## config.mk

```make
export PLATFORM = sky130hd
export DESIGN_NAME = seq_pattern_gen
export DESIGN_NICKNAME = d
export VERILOG_FILES = /design/src/rtl/seq_gen_pkg.sv /design/src/rtl/seq_gen_shreg.sv /design/src/rtl/seq_pattern_gen.sv
export SDC_FILE = /design/constraint.sdc
export NUM_CORES = 1
export LEC_CHECK = 0
export BUFFER_PORTS_ARGS = -buffer_cell sky130_fd_sc_hd__buf_2
export CAP_MARGIN = 20
export CORE_MARGIN = 4
export CORE_UTILIZATION = 57
export DETAILED_ROUTE_END_ITERATION = 12
export PLACE_DENSITY_LB_ADDON = 0.08
export SLEW_MARGIN = 10
export SYNTH_ARGS = -nofsm -noshare
export SYNTH_HDL_FRONTEND = slang
export SYNTH_SLANG_ARGS = --single-unit
export TNS_END_PERCENT = 50
```

## constraint.sdc

```tcl
create_clock -name clk -period 3.5 [get_ports clk]
set_clock_uncertainty 0.15 [all_clocks]
set_input_delay 0.7 -clock clk [delete_from_list [all_inputs] [get_ports clk]]
set_output_delay 0.7 -clock clk [all_outputs]
set_load 0.05 [all_outputs]
```

## src/rtl/seq_gen_pkg.sv

```systemverilog
// seq_gen_pkg: shared state encoding and default widths for the serial pattern generator.
package seq_gen_pkg;

    localparam int unsigned W_DEF     = 4;
    localparam int unsigned CNT_W_DEF = 4;
    localparam int unsigned GAP_W     = 4;

    typedef enum logic [1:0] {
        IDLE  = 2'd0,
        SHIFT = 2'd1,
        GAP   = 2'd2
    } state_t;

endpackage

```

## src/rtl/seq_gen_shreg.sv

```systemverilog
// seq_gen_shreg: W-bit parallel-load, shift-left register; the MSB is the serial bit.
module seq_gen_shreg
    import seq_gen_pkg::*;
#(
    parameter int unsigned W = W_DEF
) (
    input  logic         clk,
    input  logic         rst,
    input  logic         i_load,
    input  logic         i_shift,
    input  logic [W-1:0] i_data,
    output logic         o_msb
);

    logic [W-1:0] r_q;

    // Load has priority over shift; zeros enter at the LSB.
    always_ff @(posedge clk) begin
        if (rst) begin
            r_q <= '0;
        end else if (i_load) begin
            r_q <= i_data;
        end else if (i_shift) begin
            r_q <= {r_q[W-2:0], 1'b0};
        end
    end

    assign o_msb = r_q[W-1];

endmodule

```

## src/rtl/seq_pattern_gen.sv

```systemverilog
// seq_pattern_gen: serial MSB-first pattern transmitter with repeat count.
// Optional inter-repetition idle gap is built when SEQGEN_GAP_EN is defined.
module seq_pattern_gen
    import seq_gen_pkg::*;
#(
    parameter int unsigned W     = W_DEF,
    parameter int unsigned CNT_W = CNT_W_DEF
) (
    input  logic             clk,
    input  logic             rst,
    input  logic             load_valid,
    output logic             load_ready,
    input  logic [W-1:0]     load_pattern,
    input  logic [CNT_W-1:0] load_reps,
`ifdef SEQGEN_GAP_EN
    input  logic [GAP_W-1:0] load_gap,
`endif
    output logic             x,
    output logic             x_valid,
    output logic             busy,
    output logic             done
);

    localparam int unsigned BC_W = $clog2(W);

    state_t           r_state;
    state_t           w_state_nxt;
    logic [W-1:0]     r_hold;
    logic [W-1:0]     w_hold_nxt;
    logic [CNT_W-1:0] r_rep_cnt;
    logic [CNT_W-1:0] w_rep_nxt;
    logic [BC_W-1:0]  r_bit_cnt;
    logic [BC_W-1:0]  w_bit_nxt;
    logic             r_x_valid;
    logic             r_busy;
    logic             r_done;
    logic             r_load_ready;
    logic             w_done_nxt;
    logic             w_accept;
    logic             w_sh_load;
    logic             w_sh_shift;
    logic [W-1:0]     w_sh_data;
`ifdef SEQGEN_GAP_EN
    logic [GAP_W-1:0] r_gap;
    logic [GAP_W-1:0] w_gap_nxt;
    logic [GAP_W-1:0] r_gap_cnt;
    logic [GAP_W-1:0] w_gap_cnt_nxt;
`endif

    assign w_accept = load_valid && r_load_ready;

    // Shift register: its MSB flop is the x output, cleared whenever no bit is sent.
    seq_gen_shreg #(.W(W)) u_shreg (
        .clk     (clk),
        .rst     (rst),
        .i_load  (w_sh_load),
        .i_shift (w_sh_shift),
        .i_data  (w_sh_data),
        .o_msb   (x)
    );

    // State, counters and registered handshake/status outputs.
    always_ff @(posedge clk) begin
        if (rst) begin
            r_state      <= IDLE;
            r_hold       <= '0;
            r_rep_cnt    <= '0;
            r_bit_cnt    <= '0;
            r_x_valid    <= 1'b0;
            r_busy       <= 1'b0;
            r_done       <= 1'b0;
            r_load_ready <= 1'b1;
`ifdef SEQGEN_GAP_EN
            r_gap        <= '0;
            r_gap_cnt    <= '0;
`endif
        end else begin
            r_state      <= w_state_nxt;
            r_hold       <= w_hold_nxt;
            r_rep_cnt    <= w_rep_nxt;
            r_bit_cnt    <= w_bit_nxt;
            r_x_valid    <= (w_state_nxt == SHIFT);
            r_busy       <= (w_state_nxt != IDLE);
            r_done       <= w_done_nxt;
            r_load_ready <= (w_state_nxt == IDLE);
`ifdef SEQGEN_GAP_EN
            r_gap        <= w_gap_nxt;
            r_gap_cnt    <= w_gap_cnt_nxt;
`endif
        end
    end

    // Next-state, counter updates and shift-register controls.
    always_comb begin
        w_state_nxt   = r_state;
        w_hold_nxt    = r_hold;
        w_rep_nxt     = r_rep_cnt;
        w_bit_nxt     = r_bit_cnt;
        w_done_nxt    = 1'b0;
        w_sh_load     = 1'b0;
        w_sh_shift    = 1'b0;
        w_sh_data     = '0;
`ifdef SEQGEN_GAP_EN
        w_gap_nxt     = r_gap;
        w_gap_cnt_nxt = r_gap_cnt;
`endif
        case (r_state)
            IDLE: begin
                if (w_accept) begin
                    if (load_reps != '0) begin
                        w_state_nxt = SHIFT;
                        w_hold_nxt  = load_pattern;
                        w_rep_nxt   = load_reps;
                        w_bit_nxt   = BC_W'(W - 1);
                        w_sh_load   = 1'b1;
                        w_sh_data   = load_pattern;
`ifdef SEQGEN_GAP_EN
                        w_gap_nxt   = load_gap;
`endif
                    end else begin
                        w_done_nxt  = 1'b1;
                    end
                end
            end
            SHIFT: begin
                if (r_bit_cnt != '0) begin
                    w_sh_shift = 1'b1;
                    w_bit_nxt  = r_bit_cnt - BC_W'(1);
                end else if (r_rep_cnt == CNT_W'(1)) begin
                    w_state_nxt = IDLE;
                    w_done_nxt  = 1'b1;
                    w_sh_load   = 1'b1;
                end else begin
                    w_rep_nxt = r_rep_cnt - CNT_W'(1);
                    w_bit_nxt = BC_W'(W - 1);
                    w_sh_load = 1'b1;
`ifdef SEQGEN_GAP_EN
                    if (r_gap != '0) begin
                        w_state_nxt   = GAP;
                        w_gap_cnt_nxt = r_gap;
                    end else begin
                        w_sh_data = r_hold;
                    end
`else
                    w_sh_data = r_hold;
`endif
                end
            end
`ifdef SEQGEN_GAP_EN
            GAP: begin
                if (r_gap_cnt == GAP_W'(1)) begin
                    w_state_nxt = SHIFT;
                    w_sh_load   = 1'b1;
                    w_sh_data   = r_hold;
                end else begin
                    w_gap_cnt_nxt = r_gap_cnt - GAP_W'(1);
                end
            end
`endif
            default: begin
                w_state_nxt = IDLE;
            end
        endcase
    end

    assign x_valid    = r_x_valid;
    assign busy       = r_busy;
    assign done       = r_done;
    assign load_ready = r_load_ready;

endmodule

```

Yosys cells after proc, flatten, opt, wreduce, memory -nomap -nowiden
Cells that the tools add are included.
Widths: inputs -> output; s select.
{ "word_totals": {"rom_bits": 0, "inputBits": 11, "ramBits": 0, "output_inout_bits": 5, "memories": 0, "word_cells": 63, "latch_bits": 0, "ff_bits": 20} }
{ "op_classes": {"n_eq_ne": 8, "reduce_logical": 11, "addsub": 2, "div_mod_pow": 0, "mux": 33, "magnitude_cmp": 0, "mul": 0, "bitwise": 0, "n_shift": 0} }
{ "ops": {"columns": ["op", "n"], "rows": [
  ["$mux 4", 10],
  ["$mux 2", 8],
  ["$pmux 4 s2", 2],
  ["$mux 1", 9],
  ["$ne 2x2->1 const B", 4],
  ["$pmux 2 s2", 2],
  ["$reduce_bool 2->1", 4],
  ["$reduce_and 5->1", 1],
  ["$eq 2x1->1 const B", 2],
  ["$eq 4x1->1 const B", 1],
  ["$logic_not 2->1", 2],
  ["$pmux 1 s2", 2],
  ["$reduce_and 4->1", 1],
  ["$reduce_bool 4->1", 1],
  ["$sub 4x1->4 const B", 1],
  ["$ne 3x3->1 const B", 1],
  ["$reduce_and 3->1", 1],
  ["$sub 2x1->2 const B", 1],
  ["$logic_and 1x1->1", 1]
]} }

Logic depth before layout (Yosys ltp)
Gate-level depths: netlist of the first run.
{ "depth": {"word_depth": 5, "ltp_mapped": 6} }

Modules after synthesis
A second synthesis of the first run with hierarchy kept.
{ "hier_totals": {"hier_cells": 102, "hier_area_um2": 994.7} }
{ "modules_own_cells": {"columns": ["mod", "seq_area_each_um2", "area_per_inst_um2", "instances", "cells_per_inst"], "rows": [
  ["seq_pattern_gen", 320.3, 822.0, 1, 85],
  ["seq_gen_shreg", 80.1, 172.7, 1, 17]
]} }

Worst setup path before layout of the first run
No wires, ideal clock.
{ "synth_timing": {"path_kind": "in2reg", "start": "input load_reps[1]", "end": "register r_bit_cnt[1]", "setup_time_ns": 0.122, "setup_slack_ns": 1.307, "t_arrival_ns": 1.921, "t_required_ns": 3.228, "stages": 5, "path_cell_list": "or4_4 > buf_6 > and2_4 > buf_6 > o311a_1"} }
{ "synth_between": {"elab_chain_cells": 3} }
{ "synth_lines": {"columns": ["item", "line_no", "rtl"], "rows": [
  ["start, declared", "seq_pattern_gen.sv:14", "input logic [CNT_W-1:0] load_reps,"],
  ["$reduce_bool 4->1", "seq_pattern_gen.sv:110", "if (load_reps != '0) begin"],
  ["$ne 2x2->1 (no source line)", null, null],
  ["$reduce_and 4->1 (no source line)", null, null],
  ["end signal, assigned", "seq_pattern_gen.sv:81", "r_bit_cnt <= w_bit_nxt;"],
  ["end, declared", "seq_pattern_gen.sv:32", "logic [BC_W-1:0] r_bit_cnt;"]
]} }
No other way between the ends.
A chain may end at the register's enable or synchronous reset.

Worst setup path in the final report of the first run
{ "layout_timing": {"start": "input load_reps[1]", "end": "register r_bit_cnt[0]"} }
The elaborated chain is that of the path after synthesis.

==> results of run 1 <==
metal layers:
metal,global-route usage [%],routed length (um)
met1,22.7,904
met2,25.7,862
met3,3.37,76
met4,8.07,22
met5,0,0
worst min-delay path by stage:
stage / start / end / slack (ps) / cells past startpoint
finish: r_rep_cnt[3]$_SDFFE_PP0P_ / r_rep_cnt[3]$_SDFFE_PP0P_ / 350 / 2
global route: r_rep_cnt[3]$_SDFFE_PP0P_ / r_rep_cnt[3]$_SDFFE_PP0P_ / 370 / 2
CTS: r_rep_cnt[3]$_SDFFE_PP0P_ / r_rep_cnt[3]$_SDFFE_PP0P_ / 350 / 2
detailed placement: r_rep_cnt[3]$_SDFFE_PP0P_ / r_rep_cnt[3]$_SDFFE_PP0P_ / 320 / 2
global placement: r_rep_cnt[3]$_SDFFE_PP0P_ / r_rep_cnt[3]$_SDFFE_PP0P_ / 330 / 2
floorplan: r_rep_cnt[3]$_SDFFE_PP0P_ / r_rep_cnt[3]$_SDFFE_PP0P_ / 300 / 2
power breakdown:
group          switching (mW)  internal [mW]  leakage, nW
registers             0.00863          0.240        0.164
logic                  0.0389         0.0285        0.242
clock network          0.0715          0.116       0.0279
total                   0.119          0.384        0.434
area by class of cell:
type	instances	area [um2]
Clock buffer	3	22.5
Fill cell	136	487
Multi-Input combinational cell	70	484
Inverter	6	22.5
Clock inverter	1	30.0
Sequential cell	20	400
Timing Repair Buffer	15	75.1
Tap cell	16	20.0
critical path: cells and delay by family:
kind	cells	cell delay [ps]
AO/OA/AOI/OAI	1	140
buffers and inverters	1	100
AND/OR/NAND/NOR	3	1060
state kept, by name (all words and copies together), names as in the netlist:
| signal | count |
|---|---|
| busy | 1 |
| done | 1 |
| load_ready | 1 |
| r_bit_cnt | 2 |
| r_hold | 4 |
| r_rep_cnt | 4 |
| r_state | 2 |
| u_shreg.r_q | 4 |
| x_valid | 1 |
cells in the mapped netlist:
cell        n
dfxtp_1    20
nor3_1     11
nor2_1     10
a21oi_1     6
inv_1       6
mux2i_1     6
a222oi_1    3
clkbuf_1    3
ha_1        3
nand2_1     3
nand4b_1    3
a221oi_1    2
a22oi_1     2
buf_6       2
nand3b_1    2
nor2b_1     2
nor3b_1     2
o21a_1      2
o32ai_1     2
and2_4      1
and2b_1     1
and3b_1     1
and4bb_2    1
buf_2       1
conb_1      1
nand2b_1    1
o21ai_0     1
o2bb2ai_1   1
o311a_1     1
or3_1       1
or4_4       1
cell families (layout without fill, tap and decap cells):
| logic type | Yosys count | count (layout) | synth area share, % |
|---|---|---|---|
| flip-flops | 20 | 20 | 42.3 |
| other | 1 | 1 | 0.396 |
| multiplexers | 6 | 6 | 6.35 |
| AO/OA/AOI/OAI | 20 | 20 | 15.7 |
| AND/OR/NAND/NOR | 40 | 40 | 24.7 |
| buffers and inverters | 12 | 25 | 6.48 |
| adder cells (fa/ha/maj) | 3 | 3 | 3.97 |
==> flow_metrics.py, run 1 <==
metrics = {
    "drt": {
        "drt_iter0_drc": 26,
        "dr.pass1.iters": 4,
        "post_drt_wl_per_cell_um": 14.2,
        "routed_wl_mm": 1.86,
        "vias_per_cell": 6.09,
        "drc": 0,
        "drtAntennaViolNets": 0,
        "via_count": 798,
    },
    "synthesis": {
        "ys_types": 31,
        "ys.warnings.count": 0,
        "syn_area_um2": 946,
        "synth_top_area_cell": "dfxtp_1",
        "yosysSeqAreaShare_pct": 42.3,
        "synth_cells": 102,
        "synthTopCellsByArea": "dfxtp_1, mux2i_1, nor3_1",
        "ys_seq_elements": 20,
        "syn_nets": 116,
        "synth_top_area_share_pct": 42.3,
        "synth.avg_cell_area_um2": 9.27,
    },
    "status": {
        "status": "finished, final reports clean",
    },
    "sta": {
        "slew_headroom_pct": 64.3,
        "post-route-period-util_pct": 56.8,
        "final-hold-violation-count": 0,
        "rsz0062_at_grt": "no",
        "setup_viol": 0,
        "worst_slack_ps": 1510,
        "final.setup.tns_ps": 0,
        "drv_slew": 0,
        "whs_ps": 347,
        "worstMarginPinSlew_ps": 534,
        "max_freq_mhz": 503,
        "min_period_ps": 1990,
    },
    "die": {
        "die_area_mm2": 0.00238,
        "core.rowCount": 14,
        "initial_core_util_pct": 61.4,
        "dieHeight_um": 48.7,
        "pin_count": 16,
        "core-area_mm2": 0.00154,
        "die_w_um": 48.7,
    },
    "finish": {
        "layout.nets": 130,
        "layout_common_cells": "dfxtp_1, buf_2, nor3_1, nor2_1",
        "utilization_pct": 68.4,
        "num_antenna_cells": 0,
        "fin_cells": 131,
        "final_cell_area_mm2": 0.00105,
        "layout_commonest_cell": "dfxtp_1",
        "drive_above_1_share_pct": 19.1,
        "syn2layout_area_growth_pct": 11.5,
    },
    "setup_path": {
        "crit_chain": "buf_2 -> or4_4 -> and2_4 -> nor2_1 -> a221oi_1",
        "crit_arrival_ps": 2010,
        "timing.rr.end": "u_shreg.r_q[3]$_SDFFE_PP0P_",
        "critPathMaxStageDelay_ps": 570,
        "r2r_slack_ps": 1560,
        "critPathMaxFanout": 12,
        "r2r_start": "r_rep_cnt[1]$_SDFFE_PP0P_",
        "crit_required_ps": 3520,
        "endpoint": "r_bit_cnt[0]$_SDFFE_PP0P_",
        "crit_path_end_kind": "flop",
        "crit_start": "load_reps[1]",
        "reg2reg_depth": 6,
        "slowest_stage": "or4_4",
        "start_kind": "primary input",
        "critPathKind": "in2reg",
    },
    "power": {
        "vdd_ir_drop_max_mv": 0.312,
        "p_per_area_mw_per_mm2": 477,
        "leakage_nw": 0.434,
        "power_mw": 0.504,
    },
    "placed_design": {
        "gp_congestion": 0.820,
        "post-place-ws_ps": 1210,
        "dp_cells": 127,
        "dp_hpwl_mm": 1.34,
        "post_dp_cell_area_mm2": 0.00100,
        "io_buffer_count": 15,
    },
    "clock_network": {
        "clkLatencyLatePin_ps": 300,
        "h-tree-depth": 1,
        "clockRootBuffer": "clkbuf_4",
        "cts_resized": 0,
        "cts-buffers-inserted": 3,
        "cts_tree": "built",
        "cts.sink_count": 20,
        "hold_buffers": 0,
        "cts.reportedPaths.clkPinSlew_ps": 110,
        "post_cts_buffers": 0,
        "cts_buffer_depth": 2,
    },
    "grt": {
        "gr-total-overflow": 0,
        "grt.total_usage_pct": 16.9,
        "grt_max_degree": 20,
        "grt_pass1_vias": 746,
        "antenna_found_initial": 0,
        "grt_pass1_wl_mm": 3.24,
    },
    "hold_path": {
        "holdCritPathClass": "reg2reg",
    },
    "flow_run": {
        "max-cap-violations": 0,
    },
}
Note: power is estimated with default switching activity, not from simulation.
==> run 2: changes to the inputs <==
--- a/config.mk
+++ b/config.mk
@@ -8,7 +8,7 @@
 export BUFFER_PORTS_ARGS = -buffer_cell sky130_fd_sc_hd__buf_2
 export CAP_MARGIN = 20
 export CORE_MARGIN = 4
-export CORE_UTILIZATION = 57
+export CORE_UTILIZATION = 48
 export DETAILED_ROUTE_END_ITERATION = 12
 export PLACE_DENSITY_LB_ADDON = 0.08
 export SLEW_MARGIN = 10
==> constraint.sdc (replaced) <==
create_clock -name clk -period 1.7 [get_ports clk]
set_clock_uncertainty 0.15 [all_clocks]
set_input_delay 0.34 -clock clk [delete_from_list [all_inputs] [get_ports clk]]
set_output_delay 0.34 -clock clk [all_outputs]
set_load 0.05 [all_outputs]
==> run 2 against run 1 <==
Against the previous run:
- the flow now finishes with violations (negative setup slack)
- via count grew 14%
- sequential cell count is the same
- register-to-register slack lost 1600 ps
- critical path depth grew 2
- worst setup slack lost 1500 ps
- clock-buffer cell count is the same
- design area grew 23%
- power grew 87%
- non-clock buffer count grew 21
- die area grew 16%
- core utilization grew 3.3 points
- critical path type is now reg2reg
- largest cell class unchanged
- highest routed layer unchanged
==> flow_metrics.py, run 2 (synthesized netlist as in run 1, its figures left out) <==
metrics = {
    "sta": {
        "drv_slew": 0,
        "max_freq_mhz": 586,
        "setup_viol": 2,
        "whs_ps": 138,
        "post-route-period-util_pct": 100,
        "final.setup.tns_ps": -10.2,
        "worst_slack_ps": -7.10,
        "min_period_ps": 1710,
        "rsz0062_at_grt": "yes",
        "final-hold-violation-count": 0,
    },
    "power": {
        "vdd_ir_drop_max_mv": 0.465,
        "power_mw": 0.944,
        "leakage_nw": 0.543,
        "p_per_area_mw_per_mm2": 730,
    },
    "die": {
        "initial_core_util_pct": 52.5,
        "core.rowCount": 15,
        "pin_count": 16,
        "core-area_mm2": 0.00180,
        "die_w_um": 52.4,
        "die_area_mm2": 0.00274,
        "dieHeight_um": 52.4,
    },
    "placed_design": {
        "gp_congestion": 0.811,
        "io_buffer_count": 15,
        "post_dp_cell_area_mm2": 0.00115,
        "dp_cells": 154,
        "post-place-ws_ps": -155,
        "dp_hpwl_mm": 1.66,
    },
    "hold_path": {
        "hp-start": "load_pattern[1]",
        "min_to": "r_hold[1]$_SDFFE_PP0P_",
        "hold_depth": 3,
        "holdCritPathClass": "in2reg",
    },
    "status": {
        "violations": "negative setup slack",
        "status": "finished with violations",
    },
    "drt": {
        "dr.pass1.iters": 4,
        "post_drt_wl_per_cell_um": 16.0,
        "routed_wl_mm": 2.55,
        "via_count": 909,
        "vias_per_cell": 5.68,
        "drt_iter0_drc": 48,
        "drc": 0,
        "drtAntennaViolNets": 0,
    },
    "grt": {
        "grt_pass1_wl_mm": 3.73,
        "grt_pass1_vias": 833,
        "antenna_found_initial": 0,
        "grt.total_usage_pct": 18.7,
        "gr-total-overflow": 0,
        "grt_max_degree": 20,
    },
    "finish": {
        "utilization_pct": 71.7,
        "num_antenna_cells": 0,
        "drive_above_1_share_pct": 41.5,
        "layout_common_cells": "buf_4, dfxtp_1, buf_2, nor3_1, nor2_1",
        "syn2layout_area_growth_pct": 36.6,
        "layout.nets": 151,
        "fin_cells": 160,
        "reg.largest.list": "r_hold x4, r_rep_cnt x4, u_shreg.r_q x4",
        "layout_commonest_cell": "buf_4",
        "final_cell_area_mm2": 0.00129,
    },
    "clock_network": {
        "clkLatencyLatePin_ps": 300,
        "cts.sink_count": 20,
        "cts_buffer_depth": 2,
        "cts-buffers-inserted": 3,
        "cts_tree": "built",
        "cts.reportedPaths.clkPinSlew_ps": 100,
        "h-tree-depth": 1,
        "clockRootBuffer": "clkbuf_4",
    },
    "flow_run": {
        "max-cap-violations": 0,
    },
    "setup_path": {
        "r2r_slack_ps": -7,
        "start_kind": "flop",
        "reg2reg_depth": 7,
        "crit_arrival_ps": 1740,
        "crit_path_end_kind": "flop",
        "r2r_start": "r_rep_cnt[1]$_SDFFE_PP0P_",
        "critPathMaxFanout": 4,
        "timing.rr.end": "u_shreg.r_q[3]$_SDFFE_PP0P_",
        "crit_required_ps": 1730,
        "critPathKind": "reg2reg",
    },
}
## run 2: how the worst max path moves through the flow
stage          cells past startpoint                       from                          end  slack [ps]
2_1_floorplan                      5               load_reps[1]    r_bit_cnt[1]$_SDFFE_PP0P_        -130
3_3_place_gp                       6  r_rep_cnt[1]$_SDFFE_PP0P_  u_shreg.r_q[3]$_SDFFE_PP0P_        -180
3_5_place_dp                       5               load_reps[1]  u_shreg.r_q[3]$_SDFFE_PP0P_        -150
4_1_cts                            7  r_bit_cnt[0]$_SDFFE_PP0P_        load_ready$_SDFF_PP1_         -80
5_1_grt                            6  r_bit_cnt[1]$_SDFFE_PP0P_    r_rep_cnt[0]$_SDFFE_PP0P_         -80
6_report                           7  r_rep_cnt[1]$_SDFFE_PP0P_  u_shreg.r_q[3]$_SDFFE_PP0P_          -7
## run 2: power breakdown
part | switching (mW) | total (mW) | internal (mW) | leakage, nW
combinational | 0.110 | 0.213 | 0.103 | 0.365
clock | 0.136 | 0.218 | 0.0826 | 0.0138
sequential | 0.0167 | 0.512 | 0.496 | 0.165
## run 2: layout make-up
class	count	area [um2]
sequential	20	405
inverter	6	22.5
clock buffer	3	22.5
tap	25	31.3
timing repair buffer	36	253
multi-input combinational	70	558
fill	154	509
## run 2: timing repair
action                     4_1_cts  5_1_grt
resized for setup                4       17
cloned                           0        0
hold buffers                     0        0
setup endpoints to repair       10        8
pin swaps                        0       16
hold endpoints to repair         0        0
setup buffers                    0        5
## run 2: metal layers
metal	vias to the layer above	wire [um]	global-route usage, %
met5	-	0	0
met4	0	81	6.38
met3	6	134	5.13
met2	40	1200	30.4
met1	422	1140	23.6
li1	441	-	-
## run 2: critical path: stages (launching register included)
cell and delay, ps:
dfxtp_2 340, inv_2 70, ha_4 130, nor3b_4 220, buf_4 170, nor2_4 50
a222oi_1 380, nor3_1 90
==> run 3: changes to the inputs <==
--- a/config.mk
+++ b/config.mk
@@ -11,6 +11,7 @@
 export CORE_UTILIZATION = 48
 export DETAILED_ROUTE_END_ITERATION = 12
 export PLACE_DENSITY_LB_ADDON = 0.08
+export SETUP_SLACK_MARGIN = 0.15
 export SLEW_MARGIN = 10
 export SYNTH_ARGS = -nofsm -noshare
 export SYNTH_HDL_FRONTEND = slang
==> run 3 against run 2 <==
Against the previous run:
- the flow now finishes without violations
- hold slack got worse by 13 ps
- clock-buffer cell count rose by 1
- design area rose by 0.68%
- sequential cell count did not move
- final cell count rose by 0.63%
- routed wire length fell by 5.8%
- worst setup slack improved by 19 ps
- critical endpoint unchanged
- highest routed layer unchanged
==> flow_metrics.py, run 3 (synthesized netlist as in run 1, its figures left out) <==
metrics = {
    "grt": {
        "antenna_found_initial": 0,
        "grt_max_degree": 20,
        "gr-total-overflow": 0,
        "grt_pass1_wl_mm": 4.02,
        "grt.total_usage_pct": 20.7,
        "grt_pass1_vias": 848,
    },
    "setup_path": {
        "crit_required_ps": 1750,
        "r2r_start": "r_rep_cnt[1]$_SDFFE_PP0P_",
        "crit_path_end_kind": "flop",
        "critPathMaxFanout": 4,
        "crit_chain": "inv_2 -> ha_4 -> nor3b_4 -> nor2_4 -> a222oi_1 -> nor3_1",
        "cp.buffers_inverters": 1,
        "critPathMaxStageDelay_ps": 370,
        "start_kind": "flop",
        "critPathKind": "reg2reg",
        "crit_start": "r_rep_cnt[1]$_SDFFE_PP0P_",
        "slowest_stage": "nor3b_4",
        "crit_arrival_ps": 1730,
        "critPathTopFamily": "simple AND/OR/NAND/NOR gates",
    },
    "hold_path": {
        "holdCritPathClass": "in2reg",
        "hp-start": "load_pattern[1]",
    },
    "sta": {
        "min_period_ps": 1690,
        "worst_slack_ps": 11.6,
        "final.setup.tns_ps": 0,
        "rsz0062_at_grt": "yes",
        "drv_slew": 0,
        "max_freq_mhz": 592,
        "setup_viol": 0,
        "final-hold-violation-count": 0,
        "post-route-period-util_pct": 99.3,
    },
    "placed_design": {
        "gp_congestion": 0.811,
        "post-place-ws_ps": -161,
        "dp_hpwl_mm": 1.66,
        "io_buffer_count": 15,
    },
    "drt": {
        "drt_iter0_drc": 18,
        "dr.pass1.iters": 4,
        "routed_wl_mm": 2.41,
        "drc": 0,
        "drtAntennaViolNets": 0,
        "vias_per_cell": 5.51,
        "post_drt_wl_per_cell_um": 14.9,
        "via_count": 887,
    },
    "die": {
        "initial_core_util_pct": 52.5,
        "core.rowCount": 15,
        "die_area_mm2": 0.00274,
        "pin_count": 16,
        "dieHeight_um": 52.4,
        "core-area_mm2": 0.00180,
        "die_w_um": 52.4,
    },
    "flow_run": {
        "max-cap-violations": 0,
    },
    "clock_network": {
        "cts_tree": "built",
        "cts_buffer_depth": 2,
        "h-tree-depth": 1,
        "cts.reportedPaths.clkPinSlew_ps": 110,
        "cts.sink_count": 20,
        "clockRootBuffer": "clkbuf_4",
        "cts-buffers-inserted": 3,
        "clkLatencyLatePin_ps": 310,
    },
    "finish": {
        "num_antenna_cells": 0,
        "drive_above_1_share_pct": 44.9,
        "layout_commonest_cell": "buf_4",
        "layout.nets": 151,
        "layout_common_cells": "buf_4, buf_2, dfxtp_1, nor3_1, nor2_1",
        "utilization_pct": 72.2,
        "reg.largest.list": "r_hold x4, r_rep_cnt x4, u_shreg.r_q x4",
        "syn2layout_area_growth_pct": 37.6,
    },
    "power": {
        "leakage_nw": 0.546,
        "p_per_area_mw_per_mm2": 770,
        "vdd_ir_drop_max_mv": 0.592,
    },
    "status": {
        "status": "finished, final reports clean",
    },
}
run 3: cell types whose count changed in the layout (fill, tap and decap cells not counted), sizes merged:
cell    delta
clkbuf     +1
run 3: repair_timing:
action | in CTS | in global routing
setup buffers | 1 | 2
gates resized for setup | 16 | 10
endpoints found under the hold margin | 0 | 0
hold buffers | 0 | 0
pin swaps | 9 | 10
setup endpoints to repair | 14 | 18
run 3: area by class of cell:
type | instances | area, um2
Tap cell | 25 | 31.3
Clock buffer | 4 | 36.3
Multi-Input combinational cell | 70 | 559
Inverter | 6 | 22.5
Sequential cell | 20 | 408
Timing Repair Buffer | 36 | 244
Fill cell | 150 | 500
run 3: where the power goes:
group / leakage (nW) / internal [mW] / switching (mW)
Sequential: 0.165 / 0.496 / 0.0159
Combinational: 0.360 / 0.100 / 0.107
Clock: 0.0210 / 0.131 / 0.151
run 3: final timing paths:
| kind | endpoint | slack, ps | cells past startpoint |
|---|---|---|---|
| max reg2reg | u_shreg.r_q[3]$_SDFFE_PP0P_ | 10 | 6 |
| min | r_hold[1]$_SDFFE_PP0P_ | 120 | 3 |
| max | u_shreg.r_q[3]$_SDFFE_PP0P_ | 10 | 6 |
| min reg2reg | u_shreg.r_q[0]$_SDFFE_PP0P_ | 360 | 2 |
run 3: per-layer routing:
metal  routed length, um  share of wire, %  track usage (%)  up-vias
met5                   0                 0                0        -
met4                  53               2.2             12.8        0
met3                 140               5.8             6.55        5
met2                1080                45             29.3       28
met1                1130                47             26.7      413
li1                    -                 -                -      441
run 3: through the flow:
step	power [mW]	area, um2	cells	hold WS, ps
floorplan	0.628	947	102	304
global placement	0.689	1150	154	325
detailed placement	0.694	1150	154	342
CTS	0.988	1250	159	132
global route	1.05	1300	161	151
finish	1.00	1300	161	125
run 3: worst reg2reg max path, stage by stage (launching register included):
cell	delay, ps
dfxtp_2	340
inv_2	60
ha_4	120
nor3b_4	370
nor2_4	80
a222oi_1	360
nor3_1	90
